--- src/rtl/rstx_02a_if.sv ---
// rstx_02a_if: transmit-side bus between the queueing logic and the UART
// transmitter rstx_02a.
//   txParallelData  data word to queue (DATA_BITS wide)
//   txTrigger       write strobe, one write per cycle while high
//   txSerialData    serial line, idles high
//   txStatus        FIFO non-empty or frame in flight
//   txFull          FIFO full
//   txLevel         FIFO occupancy (LVL_W wide)
//   txOverrun       one-cycle pulse per dropped write
// The master drives data/strobe; the slave (transmitter) drives the rest.
interface rstx_02a_if #(
  parameter int DATA_BITS = 8,
  parameter int LVL_W     = 3
);
  logic [DATA_BITS-1:0] txParallelData;
  logic                 txTrigger;
  logic                 txSerialData;
  logic                 txStatus;
  logic                 txFull;
  logic [LVL_W-1:0]     txLevel;
  logic                 txOverrun;

  modport master (
    output txParallelData, txTrigger,
    input  txSerialData, txStatus, txFull, txLevel, txOverrun
  );

  modport slave (
    input  txParallelData, txTrigger,
    output txSerialData, txStatus, txFull, txLevel, txOverrun
  );
endinterface

--- src/rtl/rstx_02a.sv ---
// rstx_02a: single-clock UART transmitter with internal baud divider,
// configurable frame format and a small transmit FIFO. Queued words are sent
// back-to-back with no idle gap between the last stop bit and the next start.
// Ports:
//   F25Clk  system clock (only clock)
//   reset   asynchronous, active-high reset
//   tx      rstx_02a_if.slave: write data/strobe in; line, status, full,
//           level and overrun out (all outputs registered)
module rstx_02a #(
  parameter int DATA_BITS  = 8,
  parameter int PARITY     = 0,
  parameter int STOP_BITS  = 1,
  parameter int CLK_DIV    = 217,
  parameter int FIFO_DEPTH = 4
) (
  input  logic        F25Clk,
  input  logic        reset,
  rstx_02a_if.slave   tx
);

  localparam int PTR_W = (FIFO_DEPTH > 1) ? $clog2(FIFO_DEPTH) : 1;
  localparam int LVL_W = PTR_W + 1;
  localparam int CNT_W = (CLK_DIV >= 2) ? $clog2(CLK_DIV) : 1;
  localparam int BIT_W = (DATA_BITS >= 2) ? $clog2(DATA_BITS) : 1;

  // Elaboration-time parameter legality checks
  if (DATA_BITS < 5 || DATA_BITS > 8) begin : g_bad_data_bits
    $error("rstx_02a: DATA_BITS must be 5..8");
  end
  if (PARITY < 0 || PARITY > 2) begin : g_bad_parity
    $error("rstx_02a: PARITY must be 0, 1 or 2");
  end
  if (STOP_BITS < 1 || STOP_BITS > 2) begin : g_bad_stop_bits
    $error("rstx_02a: STOP_BITS must be 1 or 2");
  end
  if (CLK_DIV < 2) begin : g_bad_clk_div
    $error("rstx_02a: CLK_DIV must be >= 2");
  end
  if (FIFO_DEPTH < 2 || (FIFO_DEPTH & (FIFO_DEPTH - 1)) != 0) begin : g_bad_depth
    $error("rstx_02a: FIFO_DEPTH must be a power of 2, >= 2");
  end

  typedef enum logic [2:0] {
    ST_IDLE  = 3'd0,
    ST_START = 3'd1,
    ST_DATA  = 3'd2,
    ST_PAR   = 3'd3,
    ST_STOP  = 3'd4
  } state_e;

  // Odd mode: bit set when data has an even number of ones; even mode: odd.
  function automatic logic par_calc(input logic [DATA_BITS-1:0] d);
    if (PARITY == 1) begin
      par_calc = ~^d;
    end else begin
      par_calc = ^d;
    end
  endfunction

  // Registers
  state_e                 state_q, state_d;
  logic [CNT_W-1:0]       cnt_q, cnt_d;
  logic [BIT_W-1:0]       idx_q, idx_d;
  logic                   stop_q, stop_d;
  logic [DATA_BITS-1:0]   shreg_q, shreg_d;
  logic                   par_q, par_d;
  logic                   line_q, line_d;
  logic [DATA_BITS-1:0]   mem_q [FIFO_DEPTH];
  logic [PTR_W-1:0]       wptr_q, rptr_q;
  logic [LVL_W-1:0]       level_q, level_d;
  logic                   full_q, status_q, ovr_q;

  logic                   wr_s;
  logic                   pop_s;
  logic                   wrap_s;
  logic                   fifo_ne_s;
  logic                   status_d;
  logic                   full_d;
  logic [DATA_BITS-1:0]   head_s;

  // A write is judged on the pre-edge full flag, so a pop in the same cycle
  // does not make room for it.
  assign wr_s      = tx.txTrigger & ~full_q;
  assign wrap_s    = (cnt_q == CNT_W'(CLK_DIV - 1));
  assign fifo_ne_s = (level_q != {LVL_W{1'b0}});
  assign head_s    = mem_q[rptr_q];

  // FSM next-state, line value and pop decision
  always_comb begin
    state_d = state_q;
    cnt_d   = cnt_q;
    idx_d   = idx_q;
    stop_d  = stop_q;
    shreg_d = shreg_q;
    par_d   = par_q;
    line_d  = line_q;
    pop_s   = 1'b0;
    case (state_q)
      ST_IDLE: begin
        line_d = 1'b1;
        cnt_d  = {CNT_W{1'b0}};
        if (fifo_ne_s) begin
          pop_s   = 1'b1;
          shreg_d = head_s;
          par_d   = par_calc(head_s);
          line_d  = 1'b0;
          state_d = ST_START;
        end else begin
          state_d = ST_IDLE;
        end
      end
      ST_START: begin
        if (wrap_s) begin
          cnt_d   = {CNT_W{1'b0}};
          idx_d   = {BIT_W{1'b0}};
          line_d  = shreg_q[0];
          state_d = ST_DATA;
        end else begin
          cnt_d = cnt_q + CNT_W'(1);
        end
      end
      ST_DATA: begin
        if (wrap_s) begin
          cnt_d = {CNT_W{1'b0}};
          if (idx_q == BIT_W'(DATA_BITS - 1)) begin
            if (PARITY != 0) begin
              line_d  = par_q;
              state_d = ST_PAR;
            end else begin
              line_d  = 1'b1;
              stop_d  = 1'b0;
              state_d = ST_STOP;
            end
          end else begin
            // Shift so the next bit to send is always at position 0.
            idx_d   = idx_q + BIT_W'(1);
            shreg_d = shreg_q >> 1;
            line_d  = shreg_q[1];
          end
        end else begin
          cnt_d = cnt_q + CNT_W'(1);
        end
      end
      ST_PAR: begin
        if (wrap_s) begin
          cnt_d   = {CNT_W{1'b0}};
          line_d  = 1'b1;
          stop_d  = 1'b0;
          state_d = ST_STOP;
        end else begin
          cnt_d = cnt_q + CNT_W'(1);
        end
      end
      ST_STOP: begin
        if (wrap_s) begin
          cnt_d = {CNT_W{1'b0}};
          if (stop_q == 1'(STOP_BITS - 1)) begin
            if (fifo_ne_s) begin
              // Gapless: next start bit begins on the final stop edge.
              pop_s   = 1'b1;
              shreg_d = head_s;
              par_d   = par_calc(head_s);
              line_d  = 1'b0;
              state_d = ST_START;
            end else begin
              line_d  = 1'b1;
              state_d = ST_IDLE;
            end
          end else begin
            stop_d = 1'b1;
          end
        end else begin
          cnt_d = cnt_q + CNT_W'(1);
        end
      end
      default: begin
        line_d  = 1'b1;
        cnt_d   = {CNT_W{1'b0}};
        state_d = ST_IDLE;
      end
    endcase
  end

  // FIFO occupancy and registered status flags
  always_comb begin
    case ({wr_s, pop_s})
      2'b10:   level_d = level_q + LVL_W'(1);
      2'b01:   level_d = level_q - LVL_W'(1);
      default: level_d = level_q;
    endcase
    full_d   = (level_d == LVL_W'(FIFO_DEPTH));
    status_d = (level_d != {LVL_W{1'b0}}) || (state_d != ST_IDLE);
  end

  // FSM, shifter and line register
  always_ff @(posedge F25Clk or posedge reset) begin
    if (reset) begin
      state_q <= ST_IDLE;
      cnt_q   <= {CNT_W{1'b0}};
      idx_q   <= {BIT_W{1'b0}};
      stop_q  <= 1'b0;
      shreg_q <= {DATA_BITS{1'b0}};
      par_q   <= 1'b0;
      line_q  <= 1'b1;
    end else begin
      state_q <= state_d;
      cnt_q   <= cnt_d;
      idx_q   <= idx_d;
      stop_q  <= stop_d;
      shreg_q <= shreg_d;
      par_q   <= par_d;
      line_q  <= line_d;
    end
  end

  // FIFO pointers and status/overrun flags
  always_ff @(posedge F25Clk or posedge reset) begin
    if (reset) begin
      wptr_q   <= {PTR_W{1'b0}};
      rptr_q   <= {PTR_W{1'b0}};
      level_q  <= {LVL_W{1'b0}};
      full_q   <= 1'b0;
      status_q <= 1'b0;
      ovr_q    <= 1'b0;
    end else begin
      if (wr_s) begin
        wptr_q <= wptr_q + PTR_W'(1);
      end
      if (pop_s) begin
        rptr_q <= rptr_q + PTR_W'(1);
      end
      level_q  <= level_d;
      full_q   <= full_d;
      status_q <= status_d;
      ovr_q    <= tx.txTrigger & full_q;
    end
  end

  // FIFO storage; contents are don't-care while the pointers say empty
  always_ff @(posedge F25Clk) begin
    if (wr_s) begin
      mem_q[wptr_q] <= tx.txParallelData;
    end
  end

  assign tx.txSerialData = line_q;
  assign tx.txStatus     = status_q;
  assign tx.txFull       = full_q;
  assign tx.txLevel      = level_q;
  assign tx.txOverrun    = ovr_q;

endmodule

--- src/flat_wrapper.sv ---
// flat-port wrapper written by rule: the top's interface ports become plain ports
module rstx_02a_flat 
#(
  parameter int DATA_BITS  = 8,
  parameter int PARITY     = 0,
  parameter int STOP_BITS  = 1,
  parameter int CLK_DIV    = 217,
  parameter int FIFO_DEPTH = 4
)
  (F25Clk, reset, tx_txParallelData, tx_txTrigger, tx_txSerialData, tx_txStatus, tx_txFull, tx_txLevel, tx_txOverrun);
  rstx_02a_if #(.DATA_BITS(DATA_BITS), .LVL_W(3)) tx_i ();
  input  logic F25Clk;
  input  logic reset;
  input wire logic [$bits(tx_i.txParallelData)-1:0] tx_txParallelData;
  input wire logic [$bits(tx_i.txTrigger)-1:0] tx_txTrigger;
  output wire logic [$bits(tx_i.txSerialData)-1:0] tx_txSerialData;
  output wire logic [$bits(tx_i.txStatus)-1:0] tx_txStatus;
  output wire logic [$bits(tx_i.txFull)-1:0] tx_txFull;
  output wire logic [$bits(tx_i.txLevel)-1:0] tx_txLevel;
  output wire logic [$bits(tx_i.txOverrun)-1:0] tx_txOverrun;
  assign tx_i.txParallelData = tx_txParallelData;
  assign tx_i.txTrigger = tx_txTrigger;
  assign tx_txSerialData = tx_i.txSerialData;
  assign tx_txStatus = tx_i.txStatus;
  assign tx_txFull = tx_i.txFull;
  assign tx_txLevel = tx_i.txLevel;
  assign tx_txOverrun = tx_i.txOverrun;
  rstx_02a #(.DATA_BITS(DATA_BITS), .PARITY(PARITY), .STOP_BITS(STOP_BITS), .CLK_DIV(CLK_DIV), .FIFO_DEPTH(FIFO_DEPTH)) u_core (.F25Clk(F25Clk), .reset(reset), .tx(tx_i));
endmodule
--- config.mk ---
export PLATFORM = sky130hd
export DESIGN_NAME = rstx_02a_flat
export DESIGN_NICKNAME = d
export VERILOG_FILES = /design/src/rtl/rstx_02a_if.sv /design/src/rtl/rstx_02a.sv /design/src/flat_wrapper.sv
export SDC_FILE = /design/constraint.sdc
export NUM_CORES = 1
export LEC_CHECK = 0
export ABC_AREA = 1
export CORE_MARGIN = 4
export CORE_UTILIZATION = 60
export CTS_CLUSTER_SIZE = 28
export DETAILED_ROUTE_END_ITERATION = 12
export PLACE_DENSITY = 0.85
export SKIP_CTS_REPAIR_TIMING = 1
export SLEW_MARGIN = 15
export SYNTH_ARGS = -nofsm -noshare
export SYNTH_HDL_FRONTEND = slang
export SYNTH_SLANG_ARGS = --single-unit
--- constraint.sdc ---
create_clock -name F25Clk -period 3.8 [get_ports F25Clk]
set_input_delay 0.57 -clock F25Clk [delete_from_list [all_inputs] [get_ports F25Clk]]
set_output_delay 0.57 -clock F25Clk [all_outputs]
set_load 0.01 [all_outputs]
* Yosys cells after proc, flatten, opt, wreduce, memory -nomap -nowiden
Memory sizes are Yosys's and may differ from the RTL's.
Index checks and enable logic that the tools add are counted.
** Storage, ports and cells
- Memories kept :: 1
- Bits of input ports :: 11
- Register bits after elaboration :: 34
- Bits in writable memories :: 32
- Word-level logic and storage cells :: 92
- Output and inout bits :: 7
** Cells by class
- Add/sub/neg operators :: 6
- Reductions and logical operators :: 13
- Muxes and demuxes :: 41
- Bitwise operators :: 3
- Eq/ne operators :: 16
** Memory list
- u_core.mem_q :: depth 4, bits a word 8, rd ports 1, clocked after memory_dff 0, wr ports 1, RTL line rstx_02a.sv:68 : logic [DATA_BITS-1:0] mem_q [FIFO_DEPTH];
** Operators with widths (count)
- 2-to-1 mux 8 bit :: 7
- 2-to-1 mux 3 bit :: 9
- one-hot mux 8 bit (3 select lines) :: 1
- 2-to-1 mux 1 bit :: 18
- one-hot mux 3 bit (5 select lines) :: 1
- AND reduction 5 bit :: 3
- nonzero test 3 bit :: 5
- one-hot mux 3 bit (2 select lines) :: 2
- != test 2 x 1 -> 1 bit, second input constant :: 5
- equality test 3 bit, second input constant :: 3
- adder 8 x 1 -> 8 bit, second input constant :: 1
- equality test 8 bit, second input constant :: 1
- adder 3 x 1 -> 3 bit, second input constant :: 2
- equality test 3 x 2 -> 1 bit, second input constant :: 2
- one-hot mux 1 bit (5 select lines) :: 1
- adder 2 x 1 -> 2 bit, second input constant :: 2
- != test 2 bit, second input constant :: 2
- AND reduction 4 bit :: 1
- OR reduction 4 bit :: 1
- equality test 3 x 1 -> 1 bit, second input constant :: 1
- logical NOT 3 bit :: 1
- one-hot mux 1 bit (3 select lines) :: 1
- subtractor 3 x 1 -> 3 bit, second input constant :: 1
- AND 1 bit :: 2
- 6 further kinds :: 6

* Depth between registers and ports, before layout
Gate-level depths: netlist of run 1.
- Word-level depth :: 9
- Gate-level depth with buffers :: 17
- Depth with buffers taken out :: 17

* Worst setup path after synthesis of run 1
OpenSTA, ideal clock, no wires.
- Kind :: register to register
- From :: reg u_core.cnt_q[0]
- To :: reg u_core.status_q, in the netlist u_core.tx.txStatus
- Period minus slack after synthesis :: 2.419 ns
- Cell stages (with the launch flop) :: 16
- Path buffers :: 0
- Arrival :: 2.294 ns
- Library setup time :: 0.125 ns
- Path slack :: 1.381 ns
- Required time :: 3.675 ns
- Cells stage by stage :: dfrtp_1 inv_1 ha_1 nand2_2 nor2_4 nand2_4 nand2_1 nand2_2 inv_1 ha_1 inv_1 fa_1 o21ai_0 or2_2 nor2_1 nand3_1
** On the way
- Word-level cells in the longest chain between the ends :: 7
- Elaborated cells between the ends (all ways) :: 14
- Those cells by class :: 3 x eq/ne; 8 x mux; 3 x reduce/logical
** Ends and longest elaborated chain
- from (decl) :: RTL line rstx_02a.sv:62 : logic [CNT_W-1:0] cnt_q, cnt_d;
- from (signal assigned) :: RTL line rstx_02a.sv:199 : cnt_q <= {CNT_W{1'b0}};
- from (signal assigned) :: RTL line rstx_02a.sv:207 : cnt_q <= cnt_d;
- equality test 8 bit (*) :: RTL line rstx_02a.sv:84 : assign wrap_s = (cnt_q == CNT_W'(CLK_DIV - 1));
- 2-to-1 mux 1 bit (*) :: RTL line rstx_02a.sv:155 : if (wrap_s) begin
- one-hot mux 1 bit (2 select lines) (*) :: RTL line rstx_02a.sv:98 : case (state_q)
- named net u_core.pop_s :: RTL line rstx_02a.sv:74 : logic pop_s;
- equality test 2 x 1 -> 1 bit / equality test 2 bit (equally long branches) :: RTL line rstx_02a.sv:186 : case ({wr_s, pop_s})
- one-hot mux 3 bit (2 select lines) (*) :: RTL line rstx_02a.sv:186
- named net u_core.level_d[1] :: RTL line rstx_02a.sv:70 : logic [LVL_W-1:0] level_q, level_d;
- nonzero test 3 bit (*) :: RTL line rstx_02a.sv:192 : status_d = (level_d != {LVL_W{1'b0}}) || (state_d != ST_IDLE);
- logical OR 1 bit (*) :: RTL line rstx_02a.sv:192
- named net u_core.status_d :: RTL line rstx_02a.sv:77 : logic status_d;
- to (signal assigned) :: RTL line rstx_02a.sv:234 : status_q <= status_d;
- to (decl) :: RTL line rstx_02a.sv:71 : logic full_q, status_q, ovr_q;
The timed path passes the listed nets; every way through them passes the cells marked *.
A chain may end at the register's enable or synchronous reset.

* Final worst setup path of run 1
- From :: reg u_core.state_q[0]
- To :: reg u_core.status_q, in the netlist u_core.tx.txStatus
** On the way
- Word-level cells in the longest chain between the ends :: 6
- Elaborated cells between the ends (all ways) :: 19
- Those cells by class :: 6 x eq/ne; 9 x mux; 4 x reduce/logical
** Ends and longest elaborated chain
- from (decl) :: RTL line rstx_02a.sv:61 : state_e state_q, state_d;
- from (signal assigned) :: RTL line rstx_02a.sv:206 : state_q <= state_d;
- equality test 3 bit / logical NOT 3 bit (equally long branches) :: RTL line rstx_02a.sv:98
- one-hot mux 1 bit (2 select lines) (*) :: RTL line rstx_02a.sv:98
- named net u_core.pop_s :: RTL line rstx_02a.sv:74
- equality test 2 x 1 -> 1 bit / equality test 2 bit (equally long branches) :: RTL line rstx_02a.sv:186
- one-hot mux 3 bit (2 select lines) (*) :: RTL line rstx_02a.sv:186
- named net u_core.level_d[1] :: RTL line rstx_02a.sv:70
- nonzero test 3 bit (*) :: RTL line rstx_02a.sv:192
- logical OR 1 bit (*) :: RTL line rstx_02a.sv:192
- named net u_core.status_d :: RTL line rstx_02a.sv:77
Marks and branches as above.

==> results of run 1 <==
## flip-flops by register name, summed over array words and instances (netlist names)
signal,count
u_core.state_q,3
u_core.shreg_q,8
u_core.rptr_q,2
u_core.tx.txLevel,3
u_core.tx.txStatus,1
u_core.tx.txOverrun,1
u_core.cnt_q,8
u_core.tx.txSerialData,1
u_core.mem_q,32
u_core.wptr_q,2
u_core.idx_q,3
u_core.tx.txFull,1
## report_power, final
group,internal (W),leakage (nW),switching [W],total [W]
Sequential,0.000842,0.694,0.0000406,0.000882
Clock,0.000369,0.109,0.000264,0.000632
Combinational,0.000110,0.733,0.000168,0.000278
## through the flow
step / hold WS, ps / power, W / cells / utilization / setup WS, ps
2_1_floorplan: 432 / 0.00105 / 308 / - / 1380
3_3_place_gp: 444 / 0.00116 / 387 / 0.678 / 1180
3_5_place_dp: 454 / 0.00117 / 387 / 0.678 / 1040
4_1_cts: 464 / 0.00181 / 403 / 0.723 / 1170
5_1_grt: 473 / 0.00189 / 403 / 0.723 / 955
6_report: 460 / 0.00179 / 403 / 0.723 / 1190
## final timing paths
check                                   from                endpoint  depth (start not counted)
max                        u_core.state_q[0]      u_core.tx.txStatus                         12
min                          u_core.cnt_q[0]         u_core.cnt_q[0]                          1
max reg2reg                u_core.state_q[0]      u_core.tx.txStatus                         12
min reg2reg                  u_core.cnt_q[0]         u_core.cnt_q[0]                          1
max in group asynchronous              reset  u_core.tx.txSerialData                          3
min in group asynchronous              reset        u_core.wptr_q[0]                          3
## placed cells by master, fill, tap and decap left out
cell | synthesis | routed
a21oi_1 | 4 | 4
buf_4 | 4 | 1
bufinv_16 | 0 | 2
clkbuf_8 | 0 | 9
clkdlybuf4s50_1 | 0 | 17
clkinv_1 | 1 | 1
clkinv_2 | 0 | 2
clkinv_4 | 1 | 3
clkinvlp_4 | 0 | 1
dfrtp_1 | 32 | 32
dfstp_2 | 1 | 1
edfxtp_1 | 32 | 32
fa_1 | 1 | 1
ha_1 | 9 | 9
inv_1 | 27 | 27
inv_2 | 3 | 3
nand2_1 | 85 | 85
nand2_2 | 4 | 4
nand2_4 | 5 | 5
nand3_1 | 45 | 45
nand3_2 | 1 | 1
nand3b_1 | 1 | 1
nor2_1 | 22 | 22
nor2_4 | 4 | 4
nor3_1 | 3 | 3
nor3_2 | 1 | 1
nor3b_1 | 1 | 1
o211ai_2 | 1 | 1
o21ai_0 | 6 | 6
o21ai_1 | 2 | 2
or2_2 | 2 | 2
xnor2_1 | 2 | 2
xor2_1 | 6 | 6
## cells by family after synthesis
logic type      after synthesis  share of synthesized area
fa+ha+maj                    10                     0.0435
simple gates                174                      0.267
xor+xnor                      8                     0.0230
flops                        65                      0.586
compound gates               13                     0.0238
buf+inv                      38                     0.0562
## cell type report
cell class,count,area (µm²),area share
timing repair buffer,18,178,0.0510
clock buffer,9,124,0.0355
tap,67,83.8,0.0241
sequential,65,1790,0.513
multi-input combinational,205,1090,0.313
inverter,32,125,0.0359
clock inverter,7,95.1,0.0273
## per-layer routing
metal | part of all wire | vias to the layer above | GRT usage
met5 | 0 | - | 0
met4 | 0.019 | 0 | 0.112
met3 | 0.056 | 14 | 0.0658
met2 | 0.51 | 61 | 0.336
met1 | 0.42 | 970 | 0.257
li1 | - | 1052 | -
==> results.txt, run 1 <==
top cells by area, synth: edfxtp_1 (32%), dfrtp_1 (26%), nand2_1 (10%)
Die Y: 79.3 µm
WL final: 5560 µm
crit path kind: reg2reg
GP Congestion: 0.776
VDD IR max: 0.516 mV
P_leak: 1.54 nW
initial antenna violation count: 0
initial drt markers: 170
Top delay family on crit path: simple AND/OR/NAND/NOR gates
Critical Path AT: 2830 ps
first-pass GRT wire length: 9870 µm
Hold Path Class: reg2reg
fillers: 365
crit path capture type: register
register-to-register setup slack: 1190 ps
Final Cell Area: 3480 µm²
Final Hold Violating Endpoints: 0
pin count of the biggest net entering global routing: 34
most common library cells after synthesis: nand2_1 (85), nand3_1 (45), dfrtp_1 (32), edfxtp_1 (32), inv_1 (27)
synth unique cells: 30
total track usage: 0.211
antenna viol nets, final: 0
unrepaired setup endpoints after global routing: no
status: finished clean
Avg Synthesized Cell Area: 9.90 µm²
vias: 2097
Initial Utilization: 0.633
Setup Skew: 4.93 ps
Fmax achieved: 383 MHz
Seq cells post-synth: 65
Placed Area: 3270 µm²
CTS tree: built
clock buffer depth: 2
total gr overflow: 0
Num Clock Sinks: 65
Layout area overhead: 14.2%
most instantiated library cell after synthesis: nand2_1
Syn Inst Count: 308
# setup viols final: 0
max incr delay on CP: 490 ps
Placement Rows: 25
CP max FO: 8
Slew Viols, Final: 0
power per cell area: 514 nW/µm²
Syn Nets: 329
Tcrit/Tclk final: 0.687
# DRC: 0
vias in the first global route: 2150
post-synth top area cell: edfxtp_1
most used cell along the critical path: inv_1
crit-path cells: nor2_1 > nand2_1 > inv_1 > nand2_2 > inv_1 > ha_1 > inv_1 > fa_1 > o21ai_0 > or2_2 > nor2_1 > nand3_1
Worst Path Required: 4020 ps
die area: 6290 µm²
core footprint: 4820 µm²
Worst Setup Start Kind: register
Post-DP HPWL: 3770 µm
DRT Pass-1 Iters: 4
worst skew pair latency: 340 ps
Top FF cell, synth: edfxtp_1
Num CTS Buffers: 9
Tmin final: 2610 ps
IO Pins: 18
post-synthesis sequential area ratio: 0.586
DR WL/cell: 13.8 µm
Setup Total Neg Slack: 0 ps
relative slew slack: 0.427
layout cells sized above 1: 0.119
I/O Buffers: 17
worst-margin pin slew: 856 ps
MaxCap Viol Count: 0
Worst-path clk slew: 70 ps
Buf+Inv Stages, Crit Path: 3
Mapped Area: 3050 µm²
Warnings, synthesis: 0
Crit-path slowest cell: dfrtp_1
Die Wd: 79.3 µm
via-per-instance ratio: 5.20
CTS root buf: clkbuf_8
nets@finish: 352
number of synthesized flops with an enable pin: 32
antenna cell count: 0
post-synth top area share: 0.315
CTS H-tree depth: 3
Async SR Flop Fraction: 0.508
Note: power is estimated with default switching activity, not from simulation.
==> inputs of run 2 (changes only) <==
- CORE_UTILIZATION: 60 -> 53
- PLACE_DENSITY: 0.85 -> 0.8
- clock period: 3.8 -> 2.3 ns (I/O delays scaled with it)
==> results.txt, run 2 (synthesized netlist as in run 1, its figures left out) <==
Die Y: 83.9 µm (was 79.3 µm)
I/O Buffers: 17 (unchanged)
DR WL/cell: 14.1 µm (was 13.8 µm)
unrepaired setup endpoints after global routing: yes (was no)
nets@finish: 372 (was 352)
Worst Path Required: 2520 ps (was 4020 ps)
Final Cell Area: 3720 µm² (was 3480 µm²)
Layout area overhead: 21.8% (was 14.2%)
Worst-path clk slew: 70 ps (about the same)
Inst Count DP: 407 (was 387)
crit path capture type: register (unchanged)
Final Hold Violating Endpoints: 0 (unchanged)
layout cells sized above 1: 0.199 (was 0.119)
CTS H-tree depth: 3 (unchanged)
Post-DP HPWL: 3980 µm (was 3770 µm)
worst skew pair latency: 340 ps (about the same)
total gr overflow: 0 (unchanged)
Setup Total Neg Slack: -14.2 ps (was 0 ps)
GP Congestion: 0.751 (was 0.776)
failing checks: setup timing
Largest Register: u_core.mem_q (unchanged)
status: finished with violations (was finished clean)
Fmax achieved: 432 MHz (was 383 MHz)
commonest non-fill, non-tap cell in the layout: nand2_1 (unchanged)
Reg power frac: 0.455 (was 0.492)
via-per-instance ratio: 5.12 (was 5.20)
Tcrit/Tclk final: 1.01 (was 0.687)
vias in the first global route: 2342 (was 2150)
relative slew slack: 0.706 (was 0.427)
initial drt markers: 128 (was 170)
antenna viol nets, final: 0 (unchanged)
clock buffer depth: 2 (unchanged)
FF-to-FF End: u_core.tx.txStatus (unchanged)
DP Worst Slack: -28.1 ps (was 1040 ps)
power per cell area: 859 nW/µm² (was 514 nW/µm²)
first-pass GRT wire length: 10400 µm (was 9870 µm)
Slew Viols, Final: 0 (unchanged)
Largest register FFs: 32 (unchanged)
pin count of the biggest net entering global routing: 34 (unchanged)
Logic pwr share: 0.177 (was 0.155)
initial antenna violation count: 0 (unchanged)
Design Power: 0.00319 W (was 0.00179 W)
setup ws final: -14.2 ps (was 1190 ps)
Placed Area: 3400 µm² (was 3270 µm²)
antenna cell count: 0 (unchanged)
worst-margin pin slew: 438 ps (was 856 ps)
Layout Cells excl Fill: 428 (was 403)
CTS tree: built (unchanged)
IO Pins: 18 (unchanged)
Num CTS Buffers: 9 (unchanged)
MaxCap Viol Count: 0 (unchanged)
Placement Rows: 27 (was 25)
core footprint: 5540 µm² (was 4820 µm²)
crit path kind: reg2reg (unchanged)
Tmin final: 2310 ps (was 2610 ps)
Initial Utilization: 0.551 (was 0.633)
clock power share: 0.368 (was 0.353)
fillers: 408 (was 365)
vias: 2190 (was 2097)
WL final: 6020 µm (was 5560 µm)
# DRC: 0 (unchanged)
Num Clock Sinks: 65 (unchanged)
total track usage: 0.186 (was 0.211)
Worst Setup Start Kind: register (unchanged)
Critical Path AT: 2530 ps (was 2830 ps)
top flop regs: u_core.mem_q x32, u_core.cnt_q x8, u_core.shreg_q x8 (unchanged)
worst r2r src: u_core.cnt_q[1] (was u_core.state_q[0])
commonest non-fill, non-tap cells in the layout: nand2_1 (84), nand3_1 (45), dfrtp_1 (32), edfxtp_1 (32), inv_1 (23) (was nand2_1 (85), nand3_1 (45), dfrtp_1 (32), edfxtp_1 (32), inv_1 (27))
P_int: 0.00236 W (was 0.00132 W)
VDD IR max: 0.726 mV (was 0.516 mV)
switching power total: 0.000834 W (was 0.000472 W)
# setup viols final: 1 (was 0)
CP max FO: 2 (was 8)
register-to-register setup slack: -10 ps (was 1190 ps)
DRT Pass-1 Iters: 4 (unchanged)
Hold Path Class: in2async (was reg2reg)
die area: 7030 µm² (was 6290 µm²)
Net Sw Frac: 0.261 (was 0.263)
Die Wd: 83.9 µm (was 79.3 µm)
CTS root buf: clkbuf_8 (unchanged)
P_leak: 1.65 nW (was 1.54 nW)
Setup Skew: 5.33 ps (was 4.93 ps)
Reg2Reg Depth: 15 (was 12)
[run 2: cell types whose count changed in the layout (fill, tap and decap cells not counted), sizes merged]
cell / before / now
buf: 1 / 21
bufinv: 2 / 3
clkinv: 6 / 4
clkinvlp: 1 / 2
[run 2: final cells by class]
type / instances / area, µm² / area share
flip-flops and latches: 65 / 1790 / 0.481
clock inverters: 7 / 119 / 0.0320
well taps: 72 / 90.1 / 0.0242
repair buffers: 38 / 328 / 0.0882
inverters: 32 / 125 / 0.0337
clock buffers: 9 / 124 / 0.0333
multi-input cells: 205 / 1140 / 0.307
[run 2: routing by layer]
layer	GRT usage	vias up	wire length, µm
met5	0	-	0
met4	0.0921	0	144
met3	0.0385	15	213
met2	0.319	40	3080
met1	0.222	1047	2580
li1	-	1088	-
[run 2: worst max path at each step]
stage                    start  cells after the start  slack [ps]            endpoint
3_5_place_dp   u_core.cnt_q[1]                     15         -30  u_core.tx.txStatus
2_1_floorplan  u_core.cnt_q[0]                     15         0.1  u_core.tx.txStatus
3_3_place_gp   u_core.cnt_q[1]                     15          70  u_core.tx.txStatus
4_1_cts        u_core.cnt_q[1]                     15         -30  u_core.tx.txStatus
6_report       u_core.cnt_q[1]                     15         -10  u_core.tx.txStatus
5_1_grt        u_core.cnt_q[1]                     15        -130  u_core.tx.txStatus
[run 2: stage by stage]
stage,hold slack (ps),utilization
final,377,0.671
after global routing,424,0.671
after CTS,396,0.658
after detailed placement,463,0.614
after global placement,455,0.614
after floorplan,432,-
[run 2: worst max-delay path, cell delays in order, from the launching register on]
cell and delay, ps:
dfrtp_1 390, inv_2 90, ha_4 140, nand2_4 50, nor2_4 110, nand2_4 50
nand2_2 50, nand2_2 60, inv_2 70, ha_4 130, inv_2 40, fa_2 520
o21ai_2 70, or2_4 230, nor2_2 80, nand3_1 90
[run 2: power groups by stage]
| stage | clock (W) | sequential, W | combinational [W] |
|---|---|---|---|
| floorplan | 0 | 0.00148 | 0.000282 |
| global placement | 0 | 0.00147 | 0.000480 |
| CTS | 0.00119 | 0.00145 | 0.000515 |
| global route | 0.00125 | 0.00147 | 0.000631 |
| detailed placement | 0 | 0.00147 | 0.000506 |
| finish | 0.00117 | 0.00145 | 0.000565 |
==> inputs of run 3 (changes only) <==
- CAP_MARGIN: not set -> 20
- CORE_UTILIZATION: 53 -> 30
- PLACE_DENSITY: 0.8 -> 0.52
==> results.txt, run 3 (synthesized netlist as in run 1, its figures left out) <==
Die Y: 109 µm (was 83.9 µm)
Reg power frac: 0.500 (was 0.455)
relative slew slack: 0.707 (was 0.706)
Final Hold Violating Endpoints: 0 (unchanged)
Worst Setup Start Kind: register (unchanged)
IO Pins: 18 (unchanged)
CP max FO: 2 (unchanged)
Tcrit/Tclk final: 0.976 (was 1.01)
vias in the first global route: 2080 (was 2342)
Critical Path AT: 2470 ps (was 2530 ps)
DRT Pass-1 Iters: 4 (unchanged)
die area: 11800 µm² (was 7030 µm²)
FF-to-FF End: u_core.tx.txStatus (unchanged)
VDD IR max: 0.382 mV (was 0.726 mV)
P_int: 0.00205 W (was 0.00236 W)
clock power share: 0.320 (was 0.368)
Placed Area: 3490 µm² (was 3400 µm²)
initial antenna violation count: 0 (unchanged)
power per cell area: 779 nW/µm² (was 859 nW/µm²)
Worst-path clk slew: 80 ps (was 70 ps)
antenna cell count: 0 (unchanged)
CTS tree: built (unchanged)
Num CTS Buffers: 9 (unchanged)
Final Cell Area: 3710 µm² (was 3720 µm²)
# DRC: 0 (unchanged)
core footprint: 9820 µm² (was 5540 µm²)
GP Congestion: 0.736 (was 0.751)
nets@finish: 369 (was 372)
layout cells sized above 1: 0.190 (was 0.199)
WL final: 5830 µm (was 6020 µm)
Fmax achieved: 446 MHz (was 432 MHz)
register-to-register setup slack: 60 ps (was -10 ps)
Largest Register: u_core.mem_q (unchanged)
Logic pwr share: 0.180 (was 0.177)
Reg2Reg Depth: 15 (unchanged)
Layout area overhead: 21.5% (was 21.8%)
Placement Rows: 36 (was 27)
MaxCap Viol Count: 0 (unchanged)
Tmin final: 2240 ps (was 2310 ps)
Slew Viols, Final: 0 (unchanged)
CTS root buf: clkbuf_8 (unchanged)
DR WL/cell: 12.0 µm (was 14.1 µm)
Die Wd: 109 µm (was 83.9 µm)
status: finished clean (was finished with violations)
first-pass GRT wire length: 9900 µm (was 10400 µm)
worst r2r src: u_core.cnt_q[0] (was u_core.cnt_q[1])
# setup viols final: 0 (was 1)
worst skew pair latency: 350 ps (was 340 ps)
total track usage: 0.110 (was 0.186)
total gr overflow: 0 (unchanged)
Net Sw Frac: 0.289 (was 0.261)
antenna viol nets, final: 0 (unchanged)
I/O Buffers: 17 (unchanged)
P_leak: 1.61 nW (was 1.65 nW)
top flop regs: u_core.mem_q x32, u_core.cnt_q x8, u_core.shreg_q x8 (unchanged)
worst-margin pin slew: 439 ps (was 438 ps)
switching power total: 0.000834 W (about the same)
Num Clock Sinks: 65 (unchanged)
vias: 2085 (was 2190)
clock buffer depth: 2 (unchanged)
Worst Path Required: 2530 ps (was 2520 ps)
unrepaired setup endpoints after global routing: yes (unchanged)
pin count of the biggest net entering global routing: 34 (unchanged)
crit path kind: reg2reg (unchanged)
initial drt markers: 96 (was 128)
via-per-instance ratio: 4.29 (was 5.12)
CTS H-tree depth: 3 (unchanged)
Hold Path Class: in2async (unchanged)
fillers: 1017 (was 408)
Post-DP HPWL: 3960 µm (was 3980 µm)
Setup Total Neg Slack: 0 ps (was -14.2 ps)
Largest register FFs: 32 (unchanged)
Initial Utilization: 0.311 (was 0.551)
commonest non-fill, non-tap cell in the layout: nand2_1 (unchanged)
commonest non-fill, non-tap cells in the layout: nand2_1 (84), nand3_1 (45), dfrtp_1 (32), edfxtp_1 (32), inv_1 (23) (unchanged)
crit path capture type: register (unchanged)
Setup Skew: 13.6 ps (was 5.33 ps)
run 3: cell types whose count changed in the layout (fill, tap and decap cells not counted), sizes merged:
cell / delta
buf: -3
bufinv: -3
clkbuf: +1
clkinv: -1
inv: +3
run 3: routing by layer:
layer | GRT usage | vias to the layer above | wire length [µm]
li1 | - | 1085 | -
met1 | 0.138 | 966 | 2760
met2 | 0.175 | 25 | 2760
met3 | 0.0326 | 9 | 197
met4 | 0.0487 | 0 | 109
met5 | 0 | - | 0
run 3: power by group through the flow:
stage | Clock [W] | Sequential [W] | Combinational, W
final | 0.000924 | 0.00144 | 0.000518
after floorplan | 0 | 0.00148 | 0.000282
after CTS | 0.000952 | 0.00145 | 0.000507
after detailed placement | 0 | 0.00147 | 0.000506
after global routing | 0.00101 | 0.00146 | 0.000589
after global placement | 0 | 0.00147 | 0.000496
run 3: how the worst max path moves through the flow:
| stage | slack (ps) | start | cells past startpoint | to |
|---|---|---|---|---|
| after floorplan | 0.1 | u_core.cnt_q[0] | 15 | u_core.tx.txStatus |
| after global placement | 40 | u_core.cnt_q[1] | 15 | u_core.tx.txStatus |
| after detailed placement | -30 | u_core.cnt_q[0] | 15 | u_core.tx.txStatus |
| after CTS | -50 | u_core.cnt_q[0] | 15 | u_core.tx.txStatus |
| after global routing | -100 | u_core.cnt_q[0] | 16 | u_core.tx.txStatus |
| final | 60 | u_core.cnt_q[0] | 15 | u_core.tx.txStatus |
run 3: final cells by class:
cell class	count	area [µm²]	area share
Sequential cell	65	1790	0.482
Multi-Input combinational cell	205	1130	0.306
Timing Repair Buffer	35	305	0.0824
Tap cell	133	166	0.0449
Clock buffer	10	138	0.0371
Inverter	32	125	0.0338
Clock inverter	6	48.8	0.0132
run 3: critical path, stage by stage, from the launching register on:
cell	delay [ps]
dfrtp_1	390
inv_2	80
ha_4	130
nand2_2	60
nor2_4	110
nand2_4	60
nand2_2	50
nand2_2	60
inv_2	70
ha_4	120
inv_2	40
fa_1	530
o21ai_2	60
or2_4	230
nor2_2	70
nand3_1	60
run 3: metrics by stage:
step	hold slack [ps]	total power, W	utilization	instances	setup WS (ps)
finish	386	0.00289	0.377	486	56.0
global route	441	0.00306	0.377	486	-102
CTS	395	0.00291	0.374	485	-50.2
detailed placement	463	0.00198	0.355	469	-29.8
global placement	456	0.00196	0.355	469	44.8
floorplan	432	0.00176	-	308	0.115
